[src/rtl/lcd_char_responder.sv]
// Responder for a 4-bit HD44780-style LCD bus: syncs the strobe, walks the power-on sequence, assembles bytes, tracks busy/DDRAM.
// Latency: 3 edges from E fall to strobe detection, byte/address/busy outputs update on the 4th edge.
// Backpressure: none; strobes during busy are still processed but raise the sticky violation flag.
module lcd_char_responder #(
    parameter int SHORT_BUSY_CYCLES = 2000,
    parameter int LONG_BUSY_CYCLES  = 82000,
    parameter int EN_MIN_CYCLES     = 12
) (
    input  logic       Clock,
    input  logic       Reset,
    input  logic       iLCD_Enabled,
    input  logic       iLCD_RegisterSelect,
    input  logic       iLCD_ReadWrite,
    input  logic [3:0] iLCD_Data,
    output logic [7:0] oByte,
    output logic       oByteRS,
    output logic       oByteValid,
    output logic       oInitDone,
    output logic       oBusy,
    output logic [6:0] oDdramAddr,
    output logic       oViolation
);

    localparam int BUSY_MAX = (LONG_BUSY_CYCLES > SHORT_BUSY_CYCLES) ? LONG_BUSY_CYCLES : SHORT_BUSY_CYCLES;
    localparam int BUSY_W   = $clog2(BUSY_MAX + 1);
    localparam int EN_W     = $clog2(EN_MIN_CYCLES + 1);
    localparam logic [EN_W-1:0]   EN_MIN     = EN_W'(EN_MIN_CYCLES);
    localparam logic [BUSY_W-1:0] BUSY_SHORT = BUSY_W'(SHORT_BUSY_CYCLES);
    localparam logic [BUSY_W-1:0] BUSY_LONG  = BUSY_W'(LONG_BUSY_CYCLES);

    typedef enum logic [1:0] {
        STATE_POWERON,
        STATE_HIGH_NIBBLE,
        STATE_LOW_NIBBLE
    } state_t;

    // synchronizer: {E, RS, RW, D[3:0]}
    logic [6:0] r_meta;
    logic [6:0] r_sync;
    logic       w_e;
    logic       w_rs;
    logic       w_rw;
    logic [3:0] w_nib;

    // edge detect and width measurement
    logic            r_e_prev;
    logic [EN_W-1:0] r_en_cnt;
    logic            r_det;
    logic            r_det_bad;
    logic            r_det_rs;
    logic [3:0]      r_det_nib;

    // protocol state
    state_t              r_state;
    state_t              w_state_nxt;
    logic [1:0]          r_init_cnt;
    logic [1:0]          w_init_cnt_nxt;
    logic [3:0]          r_hi_nib;
    logic                r_hi_rs;
    logic                r_id_inc;
    logic [6:0]          r_addr;
    logic [BUSY_W-1:0]   r_busy_cnt;
    logic [7:0]          r_byte;
    logic                r_byte_rs;
    logic                r_byte_vld;
    logic                r_viol;

    logic       w_hi_ld;
    logic       w_emit;
    logic       w_viol_set;
    logic       w_busy;
    logic [7:0] w_byte;
    logic       w_is_clear;
    logic       w_is_home;

    assign w_e    = r_sync[6];
    assign w_rs   = r_sync[5];
    assign w_rw   = r_sync[4];
    assign w_nib  = r_sync[3:0];
    assign w_busy = (r_busy_cnt != '0);
    assign w_byte = {r_hi_nib, r_det_nib};
    assign w_is_clear = (w_byte == 8'h01);
    assign w_is_home  = (w_byte[7:1] == 7'b0000001);

    // two-flop synchronizer on every bus input
    always_ff @(posedge Clock or negedge Reset) begin
        if (!Reset) begin
            r_meta <= '0;
            r_sync <= '0;
        end else begin
            r_meta <= {iLCD_Enabled, iLCD_RegisterSelect, iLCD_ReadWrite, iLCD_Data};
            r_sync <= r_meta;
        end
    end

    // measure E-high width and register falling-edge detection with its qualifiers
    always_ff @(posedge Clock or negedge Reset) begin
        if (!Reset) begin
            r_e_prev  <= 1'b0;
            r_en_cnt  <= '0;
            r_det     <= 1'b0;
            r_det_bad <= 1'b0;
            r_det_rs  <= 1'b0;
            r_det_nib <= '0;
        end else begin
            r_e_prev <= w_e;
            if (w_e) begin
                if (!r_e_prev)
                    r_en_cnt <= EN_W'(1);
                else if (r_en_cnt != EN_MIN)
                    r_en_cnt <= r_en_cnt + EN_W'(1);
            end
            r_det     <= ~w_e & r_e_prev;
            r_det_bad <= (r_en_cnt < EN_MIN) | w_rw;
            r_det_rs  <= w_rs;
            r_det_nib <= w_nib;
        end
    end

    // next-state logic: power-on sequence, nibble pairing and violation sources
    always_comb begin
        w_state_nxt    = r_state;
        w_init_cnt_nxt = r_init_cnt;
        w_hi_ld        = 1'b0;
        w_emit         = 1'b0;
        w_viol_set     = 1'b0;
        if (r_det) begin
            if (r_det_bad) begin
                w_viol_set = 1'b1;
            end else begin
                case (r_state)
                    STATE_POWERON: begin
                        if (!r_det_rs && r_det_nib == 4'h3) begin
                            if (r_init_cnt != 2'd3)
                                w_init_cnt_nxt = r_init_cnt + 2'd1;
                        end else if (!r_det_rs && r_det_nib == 4'h2 && r_init_cnt == 2'd3) begin
                            w_state_nxt = STATE_HIGH_NIBBLE;
                        end else begin
                            w_viol_set     = 1'b1;
                            w_init_cnt_nxt = 2'd0;
                        end
                    end
                    STATE_HIGH_NIBBLE: begin
                        w_hi_ld     = 1'b1;
                        w_viol_set  = w_busy;
                        w_state_nxt = STATE_LOW_NIBBLE;
                    end
                    STATE_LOW_NIBBLE: begin
                        w_state_nxt = STATE_HIGH_NIBBLE;
                        if (r_det_rs == r_hi_rs)
                            w_emit = 1'b1;
                        w_viol_set = w_busy | (r_det_rs != r_hi_rs);
                    end
                    default: w_state_nxt = STATE_POWERON;
                endcase
            end
        end
    end

    // state register
    always_ff @(posedge Clock or negedge Reset) begin
        if (!Reset) begin
            r_state    <= STATE_POWERON;
            r_init_cnt <= 2'd0;
        end else begin
            r_state    <= w_state_nxt;
            r_init_cnt <= w_init_cnt_nxt;
        end
    end

    // byte assembly, decode of emitted bytes, busy counter and sticky violation
    always_ff @(posedge Clock or negedge Reset) begin
        if (!Reset) begin
            r_hi_nib   <= '0;
            r_hi_rs    <= 1'b0;
            r_id_inc   <= 1'b1;
            r_addr     <= '0;
            r_busy_cnt <= '0;
            r_byte     <= '0;
            r_byte_rs  <= 1'b0;
            r_byte_vld <= 1'b0;
            r_viol     <= 1'b0;
        end else begin
            r_byte_vld <= w_emit;
            if (w_viol_set)
                r_viol <= 1'b1;
            if (w_hi_ld) begin
                r_hi_nib <= r_det_nib;
                r_hi_rs  <= r_det_rs;
            end
            if (w_emit) begin
                r_byte     <= w_byte;
                r_byte_rs  <= r_hi_rs;
                r_busy_cnt <= BUSY_SHORT;
                if (r_hi_rs) begin
                    r_addr <= r_id_inc ? r_addr + 7'd1 : r_addr - 7'd1;
                end else if (w_is_clear) begin
                    r_addr     <= '0;
                    r_id_inc   <= 1'b1;
                    r_busy_cnt <= BUSY_LONG;
                end else if (w_is_home) begin
                    r_addr     <= '0;
                    r_busy_cnt <= BUSY_LONG;
                end else if (w_byte[7:2] == 6'b000001) begin
                    r_id_inc <= w_byte[1];
                end else if (w_byte[7]) begin
                    r_addr <= w_byte[6:0];
                end
            end else if (w_busy) begin
                r_busy_cnt <= r_busy_cnt - BUSY_W'(1);
            end
        end
    end

    assign oByte      = r_byte;
    assign oByteRS    = r_byte_rs;
    assign oByteValid = r_byte_vld;
    assign oInitDone  = (r_state != STATE_POWERON);
    assign oBusy      = w_busy;
    assign oDdramAddr = r_addr;
    assign oViolation = r_viol;

endmodule
[config.mk]
export PLATFORM = sky130hd
export DESIGN_NAME = lcd_char_responder
export DESIGN_NICKNAME = d
export VERILOG_FILES = /design/src/rtl/lcd_char_responder.sv
export SDC_FILE = /design/constraint.sdc
export NUM_CORES = 1
export LEC_CHECK = 0
export CAP_MARGIN = 0
export CORE_AREA = 2 2 90 70
export CTS_BUF_LIST = sky130_fd_sc_hd__clkbuf_8
export DETAILED_ROUTE_END_ITERATION = 7
export DIE_AREA = 0 0 92 72
export PLACE_DENSITY = 0.8
export SLEW_MARGIN = 15
export SYNTH_ARGS = -nofsm -noshare
export SYNTH_HDL_FRONTEND = slang
export SYNTH_SLANG_ARGS = --single-unit
[constraint.sdc]
create_clock -name Clock -period 2.6 [get_ports Clock]
set_clock_uncertainty 0.1 [all_clocks]
set_input_delay 0.52 -clock Clock [delete_from_list [all_inputs] [get_ports Clock]]
set_output_delay 0.52 -clock Clock [all_outputs]
set_load 0.02 [all_outputs]
==> impl_results.md <==
- CTS root buf: clkbuf_8
- Number of CTS-inserted buffers: 9
- Met1 GRT Util: 0.326
- Clk slew on worst S/H paths: 70 ps
- Number of cells on the worst reg-to-reg path: 7
- Max-capacitance violation count: 0
- Logic depth of the worst path, buffers included: 5
- Main area contributors after synthesis: dfrtp_1 (53%), mux2_2 (4.8%), ha_1 (3.8%)
- Most used flip-flop cell after synthesis: dfrtp_1
- Fmax: 0.391 GHz
- Critical Setup Path Class: flip-flop to output pin
- Worst endpoint data arrival time: 1930 ps
- Initial core utilization: 0.580
- Cell type with the largest total area after synthesis: dfrtp_1
- Combined area of the multi-input logic cells: 1470 µm²
- Cell Area, Placed: 3760 µm²
- Highest net fanout along the worst path: 2
- Cell area after layout: 3980 µm²
- Overflow left after global routing: 0
- Total area of sequential cells: 1780 µm²
- Area growth from synthesis to layout: 20.3%
- Routed vias: 2437
- GR met3 Demand/Resource: 0.0717
- Master of the slowest instance on the critical path: or4_4
- Async set or reset register ratio after synthesis: 1.00
- FILL cells: 429
- Final routed wire length divided by cell count: 15.4 µm
- Area of the die: 6620 µm²
- Final standard cell utilization of the core: 0.697
- Most used standard cell by instance count after synthesis: dfrtp_1
- Biggest cell delay along the critical path: 550 ps
- Leakage Power: 1.89 nW
- Residual DRC count: 0
- Number of warning messages in the yosys log: 0
- Tmin final: 2550 ps
- Sequential area share after synthesis: 0.538
- Y dimension of the die: 72 µm
- Routed wire length: 6540 µm
- Die width: 92 µm
- Max clock buf depth: 2
- Nature of the critical path endpoint: output pin
- CP Data Required Time: 1980 ps
- CP startpoint kind: flip-flop
- Critical path buffers and inverters: 2
- Netlist Area Pre-Place: 3310 µm²
- Number of flops mapped to enable cells by yosys: 0
- Ports placed on the boundary: 29
- Worst slew pin tran: 547 ps
- Post-DRT Antenna Nets: 0
- Router iterations before antenna repair: 4
- Number of antenna violations at the first check in global routing: 0
- First-iteration detailed-routing DRC count: 190
- Top-area cell type share of the netlist area: 0.530
- Critical path cell sequence: or4_4 -> or2_4 -> nor2_8 -> inv_2 -> clkdlybuf4s15_2
- CTS H-tree depth: 3
- Final max-slew violation count: 0
- # port buffers: 28
- First-pass GRT wire length: 11700 µm
- Net count of the mapped netlist: 312
- Antenna diode count: 0
- Fraction of the cycle the final worst path needs: 0.982
- Total of flip-flops plus latches after synthesis: 71
- Met2 Usage GRT: 0.335
- Number of rows in the core area: 24
- DPL Wire Length: 4570 µm
- Number of clock sinks: 71
- Max transition margin: 0.630
- Total Nets Final: 361
- Post-synth cell types: 56
- Clock latency reported for the late side of the worst-skew pair: 340 ps
- Accumulated negative setup slack: 0 ps
- Per-cell via count in the routed design: 5.75
- Dominant delay contributor by cell family on the critical path: simple AND/OR/NAND/NOR gates
- Via count of the first global-routing pass: 2400
- Power per Cell Area: 503 nW/µm²
- Tot GR Track Use: 0.227
- Area of the core: 5710 µm²
- Highest ir drop seen on vdd: 0.000438 V
- Mapped Cells: 292
- Total design power: 0.00200 W
- Maximum number of pins on one net before global-route repair: 72
- RePlAce Congestion: 0.872
- Busiest metal layer after global routing: met2
- HP Class: primary input to async pin
- Fraction of final layout cells sized beyond drive strength 1: 0.182
- Status: complete, no violations
- TritonCTS clock tree: built
- Syn Area/Cell: 11.3 µm²
- Number of hold buffers added after CTS: 0
- Hold violation count in the final report: 0
- Setup Viol. Count Final: 0
- Commonest cells in the netlist: dfrtp_1 (70), nand2_1 (20), nor2_1 (20), mux2_2 (14)
- RSZ-0062 raised after global routing: false
==> placed cells by master, fill, tap and decap left out, types with 3 or more instances in the layout <==
| cell | n |
|---|---|
| clkbuf_8 | 9 |
| nor4_2 | 3 |
| ha_1 | 10 |
| nor2_1 | 19 |
| inv_2 | 3 |
| a21o_1 | 4 |
| dfrtp_1 | 70 |
| inv_1 | 10 |
| a21oi_1 | 8 |
| xnor2_1 | 3 |
| nor2b_1 | 7 |
| clkdlybuf4s50_1 | 26 |
| o21ai_1 | 7 |
| nand3b_1 | 4 |
| nor3_1 | 8 |
| nand2b_1 | 3 |
| mux2i_1 | 5 |
| o21ai_0 | 10 |
| nand2_1 | 20 |
| a211oi_1 | 3 |
| xor2_1 | 8 |
| o22ai_1 | 3 |
| mux2_2 | 14 |
| o31ai_1 | 5 |
| o211ai_1 | 4 |
| buf_4 | 16 |
| or3_1 | 3 |
| nand3_1 | 9 |
| a31oi_1 | 4 |
==> sequential cells by signal, summed over array words and instances, names as in the netlist <==
signal,flops
r_det_bad,1
r_id_inc,1
r_det_rs,1
r_meta,7
r_busy_cnt,17
r_det,1
oByteValid,1
r_sync,7
r_hi_rs,1
r_en_cnt,4
r_hi_nib,4
oDdramAddr,7
oByte,8
oByteRS,1
r_state,2
r_det_nib,4
r_e_prev,1
r_init_cnt,2
oViolation,1
==> logic make-up (layout without fill, tap and decap cells) <==
group | after synthesis | in the layout | synth area share
DFF | 71 | 71 | 0.538
and+or+nand+nor | 100 | 100 | 0.182
adders and majority gates | 11 | 11 | 0.0439
AOI/OAI and AO/OA | 61 | 61 | 0.121
muxes | 19 | 19 | 0.0628
buffers and inverters | 19 | 73 | 0.0238
xor gates and xnor gates | 11 | 11 | 0.0291
==> power by group <==
group / leakage [nW] / switching (W) / internal [W]
Sequential: 0.927 / 0.0000271 / 0.00113
Clock: 0.0870 / 0.000422 / 0.000347
Combinational: 0.873 / 0.0000431 / 0.0000319
Total: 1.89 / 0.000493 / 0.00151
==> path summary, 6_finish.rpt <==
check                               from       endpoint  slack, ps
min in group Clock             r_meta[3]      r_sync[3]        250
hold reg to reg                r_meta[3]      r_sync[3]        250
max in group asynchronous          Reset       r_id_inc       1990
setup / recovery           r_busy_cnt[4]          oBusy         50
hold / removal                     Reset    r_en_cnt[0]         80
setup reg to reg                r_id_inc  oDdramAddr[6]        130
==> routing by layer <==
layer | up-vias | wire length, µm
li1 | 1160 | -
met4 | 0 | 65
met3 | 6 | 374
met5 | - | 0
met1 | 1201 | 3170
met2 | 70 | 2930
==> what timing repair did <==
action,CTS,global route
setup endpoints to repair,1,1
setup buffers,4,0
pin swaps,3,1
gates resized for setup,4,2
==> through the flow <==
stage / setup WS [ps] / cells / hold WS, ps
global route: 6.93 / 424 / 109
finish: 45.6 / 424 / 84.5
global placement: 127 / 404 / 231
CTS: 17.8 / 424 / 87.2
detailed placement: 51.5 / 404 / 236
floorplan: 340 / 292 / 124
==> layout make-up <==
class | instances | share of cell area
clock buffer | 9 | 0.0311
clock inverter | 7 | 0.0126
inverter | 12 | 0.0113
multi-input combinational | 202 | 0.369
sequential | 71 | 0.447
tap | 78 | 0.0245
timing repair buffer | 45 | 0.105
No activity file was read; power rests on OpenSTA's default activity.
